<file path="src/rtl/uart_pkg.sv">
// Shared UART definitions: receiver FSM states, default frame constants and
// the parity function also used by the transmit-side parity generator.
package uart_pkg;

  localparam int UART_CLKS_PER_BIT = 16;
  localparam int UART_DATA_BITS    = 8;

  typedef enum logic [2:0] {
    IDLE,
    START,
    DATA,
    PARITY,
    STOP,
    BREAK
  } uart_state_e;

  // Payloads narrower than 8 bits are zero-padded, which leaves the XOR unchanged.
  function automatic logic parity_bit(input logic [7:0] data, input logic odd);
    return (^data) ^ odd;
  endfunction

endpackage

</file>
<file path="src/rtl/uart_rx_parity_check_if.sv">
// Receiver line/host bundle. The break_det signal exists only when
// UART_RX_BREAK_DETECT_EN is defined.
import uart_pkg::*;

interface uart_rx_parity_check_if #(
  parameter int DATA_BITS = UART_DATA_BITS
);
  logic                 rx_serial;
  logic [DATA_BITS-1:0] data_out;
  logic                 data_valid;
  logic                 parity_err;
  logic                 frame_err;
  logic                 busy;
`ifdef UART_RX_BREAK_DETECT_EN
  logic                 break_det;

  modport master (
    input  rx_serial,
    output data_out, data_valid, parity_err, frame_err, busy, break_det
  );
  modport slave (
    output rx_serial,
    input  data_out, data_valid, parity_err, frame_err, busy, break_det
  );
`else
  modport master (
    input  rx_serial,
    output data_out, data_valid, parity_err, frame_err, busy
  );
  modport slave (
    output rx_serial,
    input  data_out, data_valid, parity_err, frame_err, busy
  );
`endif
endinterface

</file>
<file path="src/rtl/uart_rx_sync.sv">
// Two-flop synchroniser for the asynchronous RX line; resets to the idle
// (high) level so a reset never looks like a start bit.
module uart_rx_sync (
  input  logic clk,
  input  logic rst,
  input  logic d,
  output logic q
);

  logic [1:0] ff;

  always_ff @(posedge clk) begin
    if (!rst) ff <= 2'b11;
    else      ff <= {ff[0], d};
  end

  assign q = ff[1];

endmodule

</file>
<file path="src/rtl/uart_rx_parity_check.sv">
// UART receiver: start, DATA_BITS LSB-first, parity, stop; reports parity and
// framing errors. UART_RX_BREAK_DETECT_EN adds break detection and a BREAK state.
import uart_pkg::*;

module uart_rx_parity_check #(
  parameter int CLKS_PER_BIT = UART_CLKS_PER_BIT,
  parameter int DATA_BITS    = UART_DATA_BITS,
  parameter int PARITY_ODD   = 0
) (
  input  logic                     clk,
  input  logic                     rst,
  uart_rx_parity_check_if.master   bus
);

  localparam int CNT_W = $clog2(CLKS_PER_BIT);
  localparam int IDX_W = $clog2(DATA_BITS);
  localparam logic [CNT_W-1:0] HALF_M1  = CNT_W'(CLKS_PER_BIT/2 - 1);
  localparam logic [CNT_W-1:0] FULL_M1  = CNT_W'(CLKS_PER_BIT - 1);
  localparam logic [IDX_W-1:0] LAST_IDX = IDX_W'(DATA_BITS - 1);

  logic                 rx_s;
  uart_state_e          state;
  logic [CNT_W-1:0]     baud_cnt;
  logic [IDX_W-1:0]     bit_idx;
  logic [DATA_BITS-1:0] shreg;
  logic                 par_bad;
`ifdef UART_RX_BREAK_DETECT_EN
  logic                 par_rx;
`endif

  uart_rx_sync u_sync (
    .clk (clk),
    .rst (rst),
    .d   (bus.rx_serial),
    .q   (rx_s)
  );

  always_ff @(posedge clk) begin
    if (!rst) begin
      state          <= IDLE;
      baud_cnt       <= '0;
      bit_idx        <= '0;
      bus.data_out   <= '0;
      bus.data_valid <= 1'b0;
      bus.parity_err <= 1'b0;
      bus.frame_err  <= 1'b0;
      bus.busy       <= 1'b0;
`ifdef UART_RX_BREAK_DETECT_EN
      bus.break_det  <= 1'b0;
`endif
    end else begin
      bus.data_valid <= 1'b0;
      bus.parity_err <= 1'b0;
      bus.frame_err  <= 1'b0;
`ifdef UART_RX_BREAK_DETECT_EN
      bus.break_det  <= 1'b0;
`endif
      case (state)
        IDLE: begin
          if (!rx_s) begin
            state    <= START;
            baud_cnt <= '0;
            bit_idx  <= '0;
            bus.busy <= 1'b1;
          end
        end
        START: begin
          if (baud_cnt == HALF_M1) begin
            baud_cnt <= '0;
            if (!rx_s) begin
              state <= DATA;
            end else begin
              // Start bit gone by mid-bit: treat as line noise.
              state    <= IDLE;
              bus.busy <= 1'b0;
            end
          end else begin
            baud_cnt <= baud_cnt + 1'b1;
          end
        end
        DATA: begin
          if (baud_cnt == FULL_M1) begin
            baud_cnt       <= '0;
            shreg[bit_idx] <= rx_s;
            if (bit_idx == LAST_IDX) state   <= PARITY;
            else                     bit_idx <= bit_idx + 1'b1;
          end else begin
            baud_cnt <= baud_cnt + 1'b1;
          end
        end
        PARITY: begin
          if (baud_cnt == FULL_M1) begin
            baud_cnt <= '0;
            par_bad  <= (rx_s != parity_bit(8'(shreg), PARITY_ODD != 0));
`ifdef UART_RX_BREAK_DETECT_EN
            par_rx   <= rx_s;
`endif
            state    <= STOP;
          end else begin
            baud_cnt <= baud_cnt + 1'b1;
          end
        end
        STOP: begin
          if (baud_cnt == FULL_M1) begin
            // Leaving at stop mid-bit lets the next start edge land in the second half.
            baud_cnt       <= '0;
            bus.data_out   <= shreg;
            bus.data_valid <= 1'b1;
            bus.frame_err  <= ~rx_s;
            bus.parity_err <= par_bad;
`ifdef UART_RX_BREAK_DETECT_EN
            if (shreg == '0 && !par_rx && !rx_s) begin
              bus.break_det <= 1'b1;
              state         <= BREAK;
            end else begin
              state    <= IDLE;
              bus.busy <= 1'b0;
            end
`else
            state    <= IDLE;
            bus.busy <= 1'b0;
`endif
          end else begin
            baud_cnt <= baud_cnt + 1'b1;
          end
        end
`ifdef UART_RX_BREAK_DETECT_EN
        BREAK: begin
          if (rx_s) begin
            state    <= IDLE;
            bus.busy <= 1'b0;
          end
        end
`endif
        default: begin
          state    <= IDLE;
          bus.busy <= 1'b0;
        end
      endcase
    end
  end

endmodule
</file>
<file path="src/flat_wrapper.sv">
// flat-port wrapper written by rule: the top's interface ports become plain ports
module uart_rx_parity_check_flat 
#(
  parameter int CLKS_PER_BIT = UART_CLKS_PER_BIT,
  parameter int DATA_BITS    = UART_DATA_BITS,
  parameter int PARITY_ODD   = 0
)
  (clk, rst, bus_rx_serial, bus_data_out, bus_data_valid, bus_parity_err, bus_frame_err, bus_busy);
  uart_rx_parity_check_if #(.DATA_BITS(DATA_BITS)) bus_i ();
  input  logic clk;
  input  logic rst;
  input wire logic [$bits(bus_i.rx_serial)-1:0] bus_rx_serial;
  output wire logic [$bits(bus_i.data_out)-1:0] bus_data_out;
  output wire logic [$bits(bus_i.data_valid)-1:0] bus_data_valid;
  output wire logic [$bits(bus_i.parity_err)-1:0] bus_parity_err;
  output wire logic [$bits(bus_i.frame_err)-1:0] bus_frame_err;
  output wire logic [$bits(bus_i.busy)-1:0] bus_busy;
  assign bus_i.rx_serial = bus_rx_serial;
  assign bus_data_out = bus_i.data_out;
  assign bus_data_valid = bus_i.data_valid;
  assign bus_parity_err = bus_i.parity_err;
  assign bus_frame_err = bus_i.frame_err;
  assign bus_busy = bus_i.busy;
  uart_rx_parity_check #(.CLKS_PER_BIT(CLKS_PER_BIT), .DATA_BITS(DATA_BITS), .PARITY_ODD(PARITY_ODD)) u_core (.clk(clk), .rst(rst), .bus(bus_i));
endmodule
</file>
<file path="config.mk">
export PLATFORM = sky130hd
export DESIGN_NAME = uart_rx_parity_check_flat
export DESIGN_NICKNAME = d
export VERILOG_FILES = /design/src/rtl/uart_pkg.sv /design/src/rtl/uart_rx_parity_check_if.sv /design/src/rtl/uart_rx_sync.sv /design/src/rtl/uart_rx_parity_check.sv /design/src/flat_wrapper.sv
export SDC_FILE = /design/constraint.sdc
export NUM_CORES = 1
export LEC_CHECK = 0
export BUFFER_PORTS_ARGS = -buffer_cell sky130_fd_sc_hd__buf_2
export CORE_MARGIN = 2
export CORE_UTILIZATION = 45
export DETAILED_ROUTE_END_ITERATION = 7
export GPL_TIMING_DRIVEN = 0
export SLEW_MARGIN = 30
export SYNTH_ARGS = -nofsm -noshare
export SYNTH_HDL_FRONTEND = slang
export SYNTH_HIERARCHICAL = 1
export SYNTH_SLANG_ARGS = --single-unit
</file>
<file path="constraint.sdc">
create_clock -name clk -period 3 [get_ports clk]
set_input_delay 0.45 -clock clk [delete_from_list [all_inputs] [get_ports clk]]
set_output_delay 0.45 -clock clk [all_outputs]
set_load 0.02 [all_outputs]
</file>
==> metrics.txt <==
GRT Overall Usage=15.8%; Cell Chain, Critical Path=ha_1 > and3_1 > nor3b_1 > nand2b_1 > nor3_1; Clock Sinks=33; RSZ-0062 raised after global routing=no; Hold Path Origin=bus_rx_serial; fmax=527 MHz; worst reg2reg endpoint=u_core/shreg[0]; slack of the worst reg-to-reg path=1100 ps; static leakage power=0.744 nW; die height=62.0 um; Overall Power=0.000742 W; main area contributors after synthesis=dfxtp_1 32%, edfxtp_1 18%, mux2i_1 6.0%; synth cell count leaders=24 x dfxtp_1, 23 x nor2_1, 9 x edfxtp_1, 9 x mux2i_1, 8 x nand2_1; R2R depth=5; largest net degree at the start of global routing=11; CORE AREA=0.00328 mm2; detailed-route via count=1068; CP max stage delay=400 ps; Yosys reg bits=33; I/O pin count=15; routability-driven placement congestion ratio=0.774; min cycle time layout=1900 ps; global-route wire length before repair=4.22 mm; initial core utilization=46.1%; Inserted Diodes=0; CTS root buf=clkbuf_4; sequential-to-total area share from yosys stat=49.6%; kind of critical path=reg -> reg; total congestion overflow=0; Clock Tree Buf Depth=2; Port Buffers=14; Worst Path Max Fanout=7; Async SR Flop Fraction=0%; CP Capture Type=flop; number of setup buffers added after CTS=0; layout cells sized above 1=19.5%; Worst Setup Start Kind=flop; area of the die=0.00384 mm2; setup TNS=0 ps; WL final=2.66 mm; H-Tree Depth=2; CTS tree=yes; initial DRC count=40; Register Area=751 um2; vias in the first global route=905; Final Hold Viols=0; Post-Synthesis Cells=147; Final setup viols=0; PostCTS Resize Cnt=0; worst-skew pair later-pin latency=330 ps; initial antenna violation count=0; fin crit share=63.2%; worst slew pin tran=512 ps; DR WL/cell=12.4 um; Synth Area per Inst=10.3 um2; final core occ=51.7%; worst r2r src=u_core/baud_cnt[0]; final layout net count=174; Fillers=332; area occupied by multi-input gates=708 um2; largest area contributor in the netlist=dfxtp_1; Final WS setup=1100 ps; Max Cap Viol=0; Hold/Removal Path Class=in -> reg; hold endpoint=u_core/u_sync/ff[0]; WP buf/inv=0; post-route ant nets=0; maximum vdd drop=0.000232 V; Clk pin slew, worst setup/hold paths=90 ps; Post-synth EDFFs=9; Area Overhead vs Synth=12.3%; critical path arrival=1930 ps; YS warnings=6; skew final=9.59 ps; required time worst endpoint=3030 ps; CP top delay family=simple AND/OR/NAND/NOR gates; HPWL after detailed placement=1.93 mm; status=finished, final reports clean; Post-synth top flop=dfxtp_1; mapped cell area=0.00151 mm2; die width=62.0 um; Power Dens Cells=437 mW/mm2; DRC errors left=0; most frequent cell after synthesis=dfxtp_1; clock buffer count from CTS=5; slowest CP cell=dfxtp_1; Via density=4.97; post-synth net total=153; DRT Pass-1 Iters=4; # rows=21; Slew headroom=65.9%; Hold Buf Count CTS=0; Place WS=1080 ps; proportion of netlist area held by the largest area contributor=31.8%; max-slew violations=0; Hold Path Cell Cnt=2; post-synth cell types=42
==> per-layer routing <==
layer	GRT usage (%)	part of all wire, %	vias to the layer above
li1	-	-	565
met1	20.2	47	474
met2	23.4	47	23
met3	6.21	3.9	6
met4	7.29	1.9	0
met5	0	0	-
==> per-stage QoR <==
stage / hold slack [ps] / cell area (um2) / instances
4_1_cts: 285 / 1700 / 215
3_3_place_gp: 394 / 1640 / 207
2_1_floorplan: 386 / 1510 / 147
5_1_grt: 307 / 1700 / 215
6_report: 305 / 1700 / 215
3_5_place_dp: 404 / 1640 / 207
==> layout by cell type (no fill, tap or decap), drive strengths merged, types with 2 or more instances in the layout <==
master  count
a22oi       2
nand3       5
nand2       8
nor2b       2
a21oi       6
mux2i       9
clkbuf     10
inv         2
xnor2       6
nand2b      5
or2         2
xor2        2
buf        20
edfxtp      9
ha          3
dfxtp      24
a31oi       3
nor3b       2
and2        2
nor2       23
nor3        5
==> final cells by class <==
type / count / area share [%]
inverters: 2 / 0.442
well taps: 46 / 3.39
multi-input cells: 104 / 41.7
clock buffers: 8 / 3.46
repair buffers: 14 / 4.12
plain buffers: 8 / 2.72
flip-flops and latches: 33 / 44.2
==> worst max path at each step <==
stage | start | end | slack [ps] | depth (start not counted)
detailed placement | u_core/baud_cnt[0] | u_core/shreg[1] | 1080 | 5
global route | u_core/baud_cnt[0] | u_core/shreg[1] | 850 | 5
finish | u_core/baud_cnt[0] | u_core/shreg[0] | 1100 | 5
floorplan | u_core/baud_cnt[0] | u_core/shreg[0] | 1310 | 5
global placement | u_core/baud_cnt[0] | u_core/shreg[1] | 1090 | 5
CTS | u_core/baud_cnt[0] | u_core/shreg[0] | 1090 | 5
==> flip-flops by register name, indices dropped and copies added, names as in the netlist <==
register	flops
u_core/bus.parity_err	1
u_core/shreg	8
u_core/u_sync/ff	2
u_core/bit_idx	3
u_core/bus.data_valid	1
u_core/state	3
u_core/bus.busy	1
u_core/bus.data_out	8
u_core/bus.frame_err	1
u_core/baud_cnt	4
u_core/par_bad	1
==> worst reg2reg max path: cells and delay by family, from the launching register on <==
kind | cells | cell delay, ps
adders and majority gates | 1 | 330
and+or+nand+nor | 4 | 870
DFF | 1 | 400
==> cells by family after synthesis <==
group	after synthesis	synth area share, %
AOI/OAI and AO/OA	22	11.9
DFF	33	49.6
xor gates and xnor gates	8	4.63
buffers and inverters	10	3.56
muxes	9	5.96
and+or+nand+nor	62	21.8
adders and majority gates	3	2.48
==> where the power goes <==
| group | switching [W] | internal [W] |
|---|---|---|
| registers | 0.00000286 | 0.000459 |
| logic | 0.0000163 | 0.00000986 |
| clock network | 0.000139 | 0.000116 |
(Power assumes the default switching activity.)
